File: src/rtl/and_stim_pkg.sv
// Shared types and constants for the AND-gate stimulus generator.
// Imported by the LFSR and the generator top.
package and_stim_pkg;

    localparam int          MAX_WIDTH = 8;
    localparam logic [31:0] LFSR_POLY = 32'h80200003;

    typedef enum logic [1:0] {
        MODE_EXH    = 2'd0,
        MODE_WALK   = 2'd1,
        MODE_RAND   = 2'd2,
        MODE_CORNER = 2'd3
    } mode_t;

    typedef enum logic [1:0] {
        ST_IDLE = 2'd0,
        ST_RUN  = 2'd1,
        ST_DONE = 2'd2
    } state_t;

    // One right-shifting Galois step.
    function automatic logic [31:0] lfsr_step(input logic [31:0] s);
        return (s >> 1) ^ (s[0] ? LFSR_POLY : 32'h0);
    endfunction

endpackage

File: src/rtl/lfsr32.sv
// 32-bit Galois LFSR with load and advance controls.
// A zero seed would lock the register at zero, so it is replaced by 1.
module lfsr32
    import and_stim_pkg::*;
(
    input  logic        clk,
    input  logic        rst,
    input  logic        load,
    input  logic [31:0] seed,
    input  logic        advance,
    output logic [31:0] q
);

    logic [31:0] seed_nz;

    assign seed_nz = (seed == 32'h0) ? 32'h1 : seed;

    always_ff @(posedge clk) begin
        if (rst || load) begin
            q <= seed_nz;
        end else if (advance) begin
            q <= lfsr_step(q);
        end
    end

endmodule

File: src/rtl/and_stim_gen.sv
// Operand stimulus generator for the AND-gate DUT: exhaustive, walking-one,
// pseudo-random and corner sequences, paced by a valid/stall handshake.
module and_stim_gen
    import and_stim_pkg::*;
#(
    parameter int          WIDTH      = 1,
    parameter int          RAND_COUNT = 64,
    parameter logic [31:0] SEED       = 32'hACE1
) (
    input  logic             clk,
    input  logic             rst,
    input  logic             start,
    input  logic [1:0]       mode,
    input  logic             stall,
    output logic [WIDTH-1:0] a,
    output logic [WIDTH-1:0] b,
    output logic             valid,
    output logic             busy,
    output logic             done,
    output logic [15:0]      vec_count
);

    if (WIDTH < 1 || WIDTH > MAX_WIDTH) begin : g_bad_width
        $error("and_stim_gen: WIDTH must be in 1..8");
    end
    if (RAND_COUNT < 1 || RAND_COUNT > 65535) begin : g_bad_count
        $error("and_stim_gen: RAND_COUNT must be in 1..65535");
    end

    // Handshake: a vector is consumed on any rising edge where valid=1 and
    // stall=0; a/b stay stable until then and the next vector follows a cycle later.

    localparam logic [16:0]      EXH_LAST  = 17'((32'd1 << (2 * WIDTH)) - 32'd1);
    localparam logic [16:0]      WALK_LAST = 17'(2 * WIDTH - 1);
    localparam logic [16:0]      RAND_LAST = 17'(RAND_COUNT - 1);
    localparam logic [16:0]      W17       = 17'(WIDTH);
    localparam logic [WIDTH-1:0] ONES      = '1;
    localparam logic [WIDTH-1:0] ONE       = WIDTH'(1);

    state_t      state;
    mode_t       mode_q;
    logic [16:0] idx;
    logic [16:0] last_idx;
    logic [16:0] walk_pos;
    logic [31:0] lfsr_q;
    logic        consume;
    logic        start_ok;

    assign start_ok = (state == ST_IDLE) && start;
    assign consume  = (state == ST_RUN) && !stall;

    lfsr32 u_lfsr (
        .clk     (clk),
        .rst     (rst),
        .load    (start_ok),
        .seed    (SEED),
        .advance (consume && (mode_q == MODE_RAND)),
        .q       (lfsr_q)
    );

    always_comb begin
        last_idx = 17'd3;
        case (mode_q)
            MODE_EXH:    last_idx = EXH_LAST;
            MODE_WALK:   last_idx = WALK_LAST;
            MODE_RAND:   last_idx = RAND_LAST;
            MODE_CORNER: last_idx = 17'd3;
            default:     last_idx = 17'd3;
        endcase
    end

    // Operands decode from the registered index/LFSR; forced to zero outside RUN.
    always_comb begin
        a        = '0;
        b        = '0;
        walk_pos = (idx < W17) ? idx : (idx - W17);
        if (state == ST_RUN) begin
            case (mode_q)
                MODE_EXH: {a, b} = idx[2*WIDTH-1:0];
                MODE_WALK: begin
                    if (idx < W17) begin
                        a = ONE << walk_pos[3:0];
                        b = ONES;
                    end else begin
                        a = ONES;
                        b = ONE << walk_pos[3:0];
                    end
                end
                MODE_RAND: begin
                    a = lfsr_q[WIDTH-1:0];
                    b = lfsr_q[16+WIDTH-1:16];
                end
                MODE_CORNER: begin
                    a = idx[1] ? ONES : '0;
                    b = idx[0] ? ONES : '0;
                end
                default: begin
                    a = '0;
                    b = '0;
                end
            endcase
        end
    end

    always_ff @(posedge clk) begin
        if (rst) begin
            state     <= ST_IDLE;
            mode_q    <= MODE_EXH;
            idx       <= '0;
            vec_count <= '0;
            valid     <= 1'b0;
            busy      <= 1'b0;
            done      <= 1'b0;
        end else begin
            done <= 1'b0;
            case (state)
                ST_IDLE: begin
                    if (start) begin
                        mode_q    <= mode_t'(mode);
                        idx       <= '0;
                        vec_count <= '0;
                        valid     <= 1'b1;
                        busy      <= 1'b1;
                        state     <= ST_RUN;
                    end
                end
                ST_RUN: begin
                    if (!stall) begin
                        vec_count <= vec_count + 16'd1;
                        if (idx == last_idx) begin
                            valid <= 1'b0;
                            busy  <= 1'b0;
                            done  <= 1'b1;
                            state <= ST_DONE;
                        end else begin
                            idx <= idx + 17'd1;
                        end
                    end
                end
                ST_DONE: state <= ST_IDLE;
                default: state <= ST_IDLE;
            endcase
        end
    end

endmodule

File: config.mk
export PLATFORM = sky130hd
export DESIGN_NAME = and_stim_gen
export DESIGN_NICKNAME = d
export VERILOG_FILES = /design/src/rtl/and_stim_pkg.sv /design/src/rtl/lfsr32.sv /design/src/rtl/and_stim_gen.sv
export SDC_FILE = /design/constraint.sdc
export NUM_CORES = 1
export LEC_CHECK = 0
export BUFFER_PORTS_ARGS = -buffer_cell sky130_fd_sc_hd__buf_2
export CAP_MARGIN = 20
export CORE_AREA = 2 2 86 88
export DETAILED_ROUTE_END_ITERATION = 6
export DIE_AREA = 0 0 88 90
export PLACE_DENSITY_LB_ADDON = 0.12
export SLEW_MARGIN = 10
export SYNTH_ARGS = -nofsm -noshare
export SYNTH_HDL_FRONTEND = slang
export SYNTH_SLANG_ARGS = --single-unit
File: constraint.sdc
create_clock -name clk -period 1.9 [get_ports clk]
set_clock_uncertainty 0.05 [all_clocks]
set_input_delay 0.19 -clock clk [delete_from_list [all_inputs] [get_ports clk]]
set_output_delay 0.19 -clock clk [all_outputs]
set_load 0.1 [all_outputs]
After elaboration in Yosys (flattened, before gate mapping)
Index checks and enable logic that the tools add are counted. W data, S select, Z words.

Flip-flop bits (word level): 71. Bits of input ports: 6. Output and inout port bits: 21. Word-level logic and storage cells: 65.

$add $sub $neg: 3. $lt $le $gt $ge: 1. Eq/ne operators: 9. Shifts and indexed selects: 1. Multiplexer cells: 27. Bitwise logic cells: 2. Reduce and logical (&&, ||, !) cells: 15.

Operator list (count): $mux W17 (3); $pmux W17 S3 (1); $pmux W17 S2 (1); $mux W16 (2); $mux W32 (1); $pmux W16 S2 (1); $xor A31 B32 Y32 (1); $add A17 B1 Y17 const B (1); $eq A17 B17 Y1 (1); $lt A17 B1 Y1 const B (1); $add A16 B1 Y16 const B (1); $mux W1 (10); $pmux W1 S4 (2); $reduce_and A4 Y1 (2); $mux W2 (3); $ne A2 B2 Y1 const B (3); $reduce_and A3 Y1 (2); $eq A2 B1 Y1 const B (2); $eq A2 B2 Y1 const B (2); $logic_not A2 Y1 (2); $mux W4 (1); $pmux W2 S2 (1); $shl A1 B4 Y1 const A (1); $sub A4 B1 Y4 const B (1); other kinds (10) (12).

Depth between registers and ports, before layout
Gate-level depths: netlist of run 1.

Depth in word-level cells: 7. Gate-level depth with buffers: 8. Mapped depth without buffers: 7.

Modules after synthesis
Synthesis of run 1 repeated with hierarchy kept, for this count alone.

Cell total of the unflattened synthesis: 316. Area total of the unflattened synthesis: 3465.8 µm².

Modules (own cells, without submodules): and_stim_gen (instances 1, cells each 230, area each 2000.7 µm², seq. area each 780.7 µm²); lfsr32 (instances 1, cells each 86, area each 1465.2 µm², seq. area each 960.9 µm²).

Worst setup path after synthesis of run 1
OpenSTA, ideal clock, no wires.

Path kind: register to output. From: reg idx[0]. To: out b. Arrival: 3.382 ns. Data required time: 1.660 ns. Setup slack: -1.722 ns. Stages on the path, launching flop included: 8. Path buffers: 0. Path through: dfxtp_1 -> inv_1 -> ha_1 -> xnor2_1 -> a21oi_1 -> nor3b_1 -> a221oi_1 -> a211oi_1.

Longest elaborated chain between the ends: 6. Elaborated cells between the ends (all ways): 8. Classes of those cells: add/sub (1); order compare (1); shift (1); mux (5).

RTL lines: start, declared (line and_stim_gen.sv:42) `logic [16:0] idx;`; start signal, assigned (line and_stim_gen.sv:136) `idx <= idx + 17'd1;`; $lt A17 B1 Y1 / $sub A4 B1 Y4 (equally long branches) (line and_stim_gen.sv:76, and_stim_gen.sv:81); $mux W4 (line and_stim_gen.sv:76) `walk_pos = (idx < W17) ? idx : (idx - W17);`; $shl A1 B4 Y1 (line and_stim_gen.sv:86) `b = ONE << walk_pos[3:0];`; $mux W1 (line and_stim_gen.sv:81) `if (idx < W17) begin`; $pmux W1 S4 (*) (line and_stim_gen.sv:78) `case (mode_q)`; $mux W1 (*) (line and_stim_gen.sv:77) `if (state == ST_RUN) begin`; end, declared (line and_stim_gen.sv:16) `output logic [WIDTH-1:0] b,`.

Mark *: on every way between the ends. The rest lies on a longest branch, timed or not.

Worst setup path after layout of run 1
From: reg idx[8]. To: out b.

Longest elaborated chain between the ends: 6.

RTL lines (line): $lt A17 B1 Y1 (*) (and_stim_gen.sv:76, and_stim_gen.sv:81); $mux W4 (and_stim_gen.sv:76); $shl A1 B4 Y1 (and_stim_gen.sv:86); $mux W1 (*) (and_stim_gen.sv:81); $pmux W1 S4 (*) (and_stim_gen.sv:78); $mux W1 (*) (and_stim_gen.sv:77).

Marks and branches as above.

==> results_dict.tcl, run 1 <==
set metrics [dict create \
    dp_hpwl_mm 4.49 \
    antenna_found_initial 0 \
    finalCritPeriodShare 1.13 \
    worst-slew-pin-transition_ns 0.501 \
    start_kind "register" \
    place_area_um2 3490 \
    synth.avg_cell_area_um2 8.14 \
    netlist_area_um2 3030 \
    initial_core_util 0.431 \
    wirelength_mm 6.71 \
    syn_to_final_growth_pct 24.7 \
    drive_above_1_share 0.247 \
    htreeDepth 3 \
    routabilityCongestion 0.820 \
    tns_ns -0.239 \
    cts_tree "done" \
    dp_slack_ns 0.0325 \
    timing.final.max_slew_violations 0 \
    dr.pass1.iters 4 \
    die_h_um 90 \
    crit_path_top_delay_cell "dfxtp_2" \
    row_count 31 \
    post-route-cell-area_um2 3770 \
    fp.dieW_um 88 \
    leakagePower_nw 1.34 \
    syn_inst 372 \
    status "complete, but fails checks" \
    cts.sinks 71 \
    synth-seq-area-share 0.470 \
    power.density_nw_per_um2 772 \
    grt_pass1_wl_mm 11.2 \
    cts_max_path_buffers 2 \
    setup_slack_ns -0.239 \
    clkTransAtPathRegs_ns 0.07 \
    cts_root_buffer "clkbuf_8" \
    max_freq_mhz 468 \
    setup_viol 1 \
    drv_cap 0 \
    endpoint_kind "primary output" \
    grt_max_degree 39 \
    grt_pass1_vias 2323 \
    drt_iter0_markers 126 \
    io_pins 27 \
    vias_per_cell 5.07 \
    hold_violations 0 \
    fin_crit_ns 2.14 \
    hp-class "input port to register" \
    port_buffers 26 \
    ys.warnings.count 0 \
    ir_drop_v 0.000367 \
    overflow 0 \
    cp_cell_sequence "nor4_4 > nand4_1 > o21ai_1 > a221oi_2 > a211oi_4 > buf_12" \
    ys_seq_elements 71 \
    rsz0062_at_grt "true" \
    violations "negative setup slack" \
    antennaDiodeCount 0 \
    drtAntennaViolNets 0 \
    grt_use_total 0.176 \
    numCtsBuffers 9 \
    required_ns 1.66 \
    syn_nets 383 \
    yosysUniqueCellTypes 38 \
    crit_path_max_incr_delay_ns 0.34 \
    via_count 2616 \
    wire_per_inst_um 13.0 \
    core_um2 7020 \
    worstPathMaxFanout 2 \
    clkLatencyLatePin_ns 0.35 \
    die_area_um2 7920 \
    final_nets 423 \
    holdWs_ns 0.0306 \
    worstPathArrival_ns 1.90 \
    critPathKind "register to primary output" \
    power_mw 2.91 \
    drc 0 \
    max_slew_margin 0.668 \
]
==> cell families (layout without fill, tap and decap cells) <==
kind of cell | Yosys count | in the layout | share of synthesized area
multiplexers | 3 | 3 | 0.00992
AND/OR/NAND/NOR | 178 | 178 | 0.275
adder cells (fa/ha/maj) | 5 | 5 | 0.0207
AO/OA/AOI/OAI | 59 | 59 | 0.112
buffers and inverters | 31 | 76 | 0.0409
flip-flops | 71 | 71 | 0.470
XOR/XNOR | 25 | 25 | 0.0723
==> state kept, by name (all words and copies together) (netlist names) <==
register,count
u_lfsr.q,32
idx,17
vec_count,16
mode_q,2
state,2
busy,1
done,1
==> power by group <==
group          switching [mW]  internal (mW)
Sequential             0.0132           1.50
Clock                   0.566          0.590
Combinational           0.166         0.0799
==> worst max-delay path: cells and delay by family, from the launching register on <==
| family | cells | cell delay [ns] |
|---|---|---|
| DFF | 1 | 0.34 |
| AOI/OAI and AO/OA | 3 | 0.51 |
| buffers and inverters | 1 | 0.21 |
| and+or+nand+nor | 2 | 0.50 |
==> metal layers <==
| layer | vias up | global-route usage | wire length, um |
|---|---|---|---|
| li1 | 1352 | - | - |
| met2 | 44 | 0.254 | 2930 |
| met4 | 0 | 0.0654 | 138 |
| met5 | - | 0 | 0 |
| met3 | 15 | 0.0505 | 244 |
| met1 | 1205 | 0.247 | 3400 |
==> synth_stat cells, drive strengths merged <==
cell	n	share of area
nand2	74	0.092
dfxtp	71	0.47
a21oi	33	0.055
nor2	32	0.040
xnor2	22	0.064
nand3	18	0.030
nor3	17	0.028
clkbuf	14	0.017
inv	13	0.016
nor4	10	0.021
o21ai	10	0.017
or3	7	0.014
a211oi	6	0.015
ha	5	0.021
and4	4	0.012
buf	4	0.0074
o211ai	4	0.0099
mux2i	3	0.0099
nand4	3	0.0062
or4	3	0.0074
xor2	3	0.0087
and2	2	0.0041
nor2b	2	0.0050
nor3b	2	0.0066
a2111oi	1	0.0029
a221oi	1	0.0029
a22oi	1	0.0025
and2b	1	0.0025
and3	1	0.0021
nand3b	1	0.0025
o2111ai	1	0.0029
o21a	1	0.0025
o31ai	1	0.0025
or2	1	0.0021
==> cells in the final DEF, fill, tap and decap left out, types with 4 or more instances in the layout <==
cell	n
a21oi_1	32
and4_1	4
buf_2	24
buf_4	20
clkbuf_8	10
dfxtp_1	53
dfxtp_2	16
inv_1	9
nand2_1	73
nand3_1	18
nor2_1	32
nor3_1	16
nor4_1	6
o211ai_1	4
o21ai_0	8
or3_1	7
xnor2_1	21
==> cell type report <==
| cell class | count | area [um2] |
|---|---|---|
| timing repair buffer | 47 | 330 |
| sequential | 71 | 1450 |
| clock buffer | 12 | 166 |
| fill | 685 | 3250 |
| multi-input combinational | 270 | 1630 |
| clock inverter | 4 | 27.5 |
| tap | 99 | 124 |
| inverter | 13 | 51.3 |
==> path summary, 6_finish.rpt <==
path | from | to | slack [ns] | cells past startpoint
max | idx[8] | b | -0.24 | 6
min | mode[0] | mode_q[0] | 0.03 | 3
max reg2reg | idx[2] | idx[16] | 0.08 | 6
min reg2reg | u_lfsr.q[20] | u_lfsr.q[19] | 0.40 | 2
==> what timing repair did <==
item                                    CTS  global route
hold buffers                              0             0
gates resized for setup                   9            10
endpoints found under the setup margin    2             9
pin swaps                                 2             5
setup buffers                             0             3
endpoints found under the hold margin     0             0
==> metrics by stage <==
| step | instances | utilization |
|---|---|---|
| floorplan | 372 | - |
| global placement | 497 | 0.497 |
| detailed placement | 497 | 0.497 |
| CTS | 513 | 0.529 |
| global route | 516 | 0.538 |
| finish | 516 | 0.538 |
Note: power is estimated with default switching activity, not from simulation.
==> run 2: changes to the inputs <==
- BUFFER_PORTS_ARGS: -buffer_cell sky130_fd_sc_hd__buf_2 -> default
- DONT_BUFFER_PORTS: default -> 1
==> run 2 against run 1 <==
  * The flow still finishes with violations (negative setup slack)
  * Clock power grew 6%
  * Non-clock buffer count grew 5
  * Hold slack gained 0.045 ns
  * Critical endpoint unchanged
  * Largest cell class unchanged
  * Largest power group unchanged
  * Die area is the same
  * Global-route usage grew 1.7 points
  * Sequential share of layout area shrank 1.4 points
  * Critical path depth grew 2
==> results_dict.tcl, run 2 (synthesized netlist as in run 1, its figures left out) <==
set metrics [dict create \
    status "complete, but fails checks" \
    violations "negative setup slack" \
    routabilityCongestion 0.797 \
    cp_cell_sequence "inv_6 > ha_4 > xnor2_4 > a21oi_2 > nor3b_2 > a221oi_2 > a211oi_4 > buf_12" \
    drtAntennaViolNets 0 \
    die_h_um 90 \
    via_count 2653 \
    start_kind "register" \
    die_area_um2 7920 \
    io_pins 27 \
    wirelength_mm 7.11 \
    rrSetupSlack_ns 0.09 \
    leakagePower_nw 1.37 \
    final_common_cell "nand2_1" \
    clkLatencyLatePin_ns 0.35 \
    cts.sinks 71 \
    grt_max_degree 39 \
    cts_root_buffer "clkbuf_8" \
    antennaDiodeCount 0 \
    rsz0062_at_grt "true" \
    tns_ns -0.249 \
    drv_cap 0 \
    port_buffers 0 \
    drc 0 \
    holdWs_ns 0.0760 \
    critPathTopFamily "compound AO/OA/AOI/OAI gates" \
    fin_crit_ns 2.15 \
    crit_path_max_incr_delay_ns 0.37 \
    overflow 0 \
    finalCritPeriodShare 1.13 \
    dr.pass1.iters 4 \
    numCtsBuffers 9 \
    cts_max_path_buffers 2 \
    mostFrequentLayoutCells "72 x nand2_1, 51 x dfxtp_1, 43 x buf_4" \
    max_freq_mhz 465 \
    largest-register "u_lfsr.q" \
    largest_reg_flops 32 \
    worst-slew-pin-transition_ns 0.466 \
    required_ns 1.66 \
    endpoint_kind "primary output" \
    hold_violations 0 \
    timing.final.max_slew_violations 0 \
    htreeDepth 3 \
    grt_pass1_wl_mm 12.0 \
    critPathKind "register to primary output" \
    setup_viol 1 \
    fp.dieW_um 88 \
    crit_path_top_delay_cell "dfxtp_4" \
    post-route-cell-area_um2 3920 \
    ir_drop_v 0.000357 \
    row_count 31 \
    core_um2 7020 \
    worstPathArrival_ns 1.91 \
    crit_buf_inv 2 \
    syn_to_final_growth_pct 29.6 \
    drt_iter0_markers 128 \
    drive_above_1_share 0.261 \
    antenna_found_initial 0 \
    dp_hpwl_mm 4.63 \
    power.density_nw_per_um2 765 \
    grt_use_total 0.192 \
    place_inst 493 \
    wire_per_inst_um 13.7 \
    final_nets 428 \
    grt_pass1_vias 2497 \
    cts_tree "done" \
    stdcell_count 521 \
    initial_core_util 0.431 \
    clkTransAtPathRegs_ns 0.08 \
    place_area_um2 3520 \
    worstPathMaxFanout 4 \
    reg_top3 "u_lfsr.q (32), idx (17), vec_count (16)" \
    max_slew_margin 0.688 \
    fillers 657 \
    vias_per_cell 5.09 \
    setup_slack_ns -0.249 \
    hp-class "input port to register" \
]
-- run 2: cell count changes in the layout (fill, tap and decap cells not counted), sizes merged --
cell,before,now
dlygate4sd3,0,5
bufinv,0,1
inv,13,15
clkbuf,12,10
clkinvlp,0,3
clkinv,4,0
-- run 2: what timing repair did --
| action | CTS | global route |
|---|---|---|
| setup endpoints to repair | 2 | 12 |
| hold buffers | 5 | 0 |
| gates cloned | 0 | 1 |
| pin swaps | 9 | 8 |
| hold endpoints to repair | 10 | 0 |
| gates resized for setup | 11 | 15 |
| setup buffers | 3 | 3 |
-- run 2: final cells by class --
class	instances	area, um2	share of cell area
repair buffers	52	438	0.112
inverters	13	53.8	0.0137
multi-input cells	270	1650	0.421
flip-flops and latches	71	1450	0.370
well taps	99	124	0.0316
clock buffers	10	138	0.0351
clock inverters	6	67.6	0.0172
-- run 2: worst paths after layout --
path,cells past startpoint,endpoint,from
worst max register to register,7,idx[4],idx[2]
worst min register to register,2,u_lfsr.q[25],u_lfsr.q[26]
worst min-delay path,3,u_lfsr.q[10],rst
worst max-delay path,8,b,idx[0]
-- run 2: power breakdown --
group / leakage, nW / total [mW] / internal, mW / switching, mW
clock: 0.0955 / 1.23 / 0.646 / 0.582
combinational: 0.686 / 0.262 / 0.0916 / 0.170
sequential: 0.584 / 1.51 / 1.50 / 0.0117
total: 1.37 / 3.00 / 2.24 / 0.764
-- run 2: metrics by stage --
| stage | total power, mW | util | setup WS (ns) |
|---|---|---|---|
| final | 3.00 | 0.559 | -0.249 |
| after CTS | 3.03 | 0.547 | -0.270 |
| after global routing | 3.12 | 0.559 | -0.301 |
| after detailed placement | 1.78 | 0.501 | 0.0639 |
| after global placement | 1.77 | 0.501 | 0.0532 |
| after floorplan | 1.72 | - | -0.220 |
-- run 2: layer usage --
layer / vias up / GRT usage / routed length [um]
li1: 1362 / - / -
met1: 1245 / 0.263 / 3460
met2: 37 / 0.283 / 3280
met3: 9 / 0.0422 / 246
met4: 0 / 0.0962 / 125
met5: - / 0 / 0
-- run 2: worst min-delay path, cell delays in order --
cell,delay (ns)
nor2_1,0.02
buf_4,0.16
nand3_1,0.07
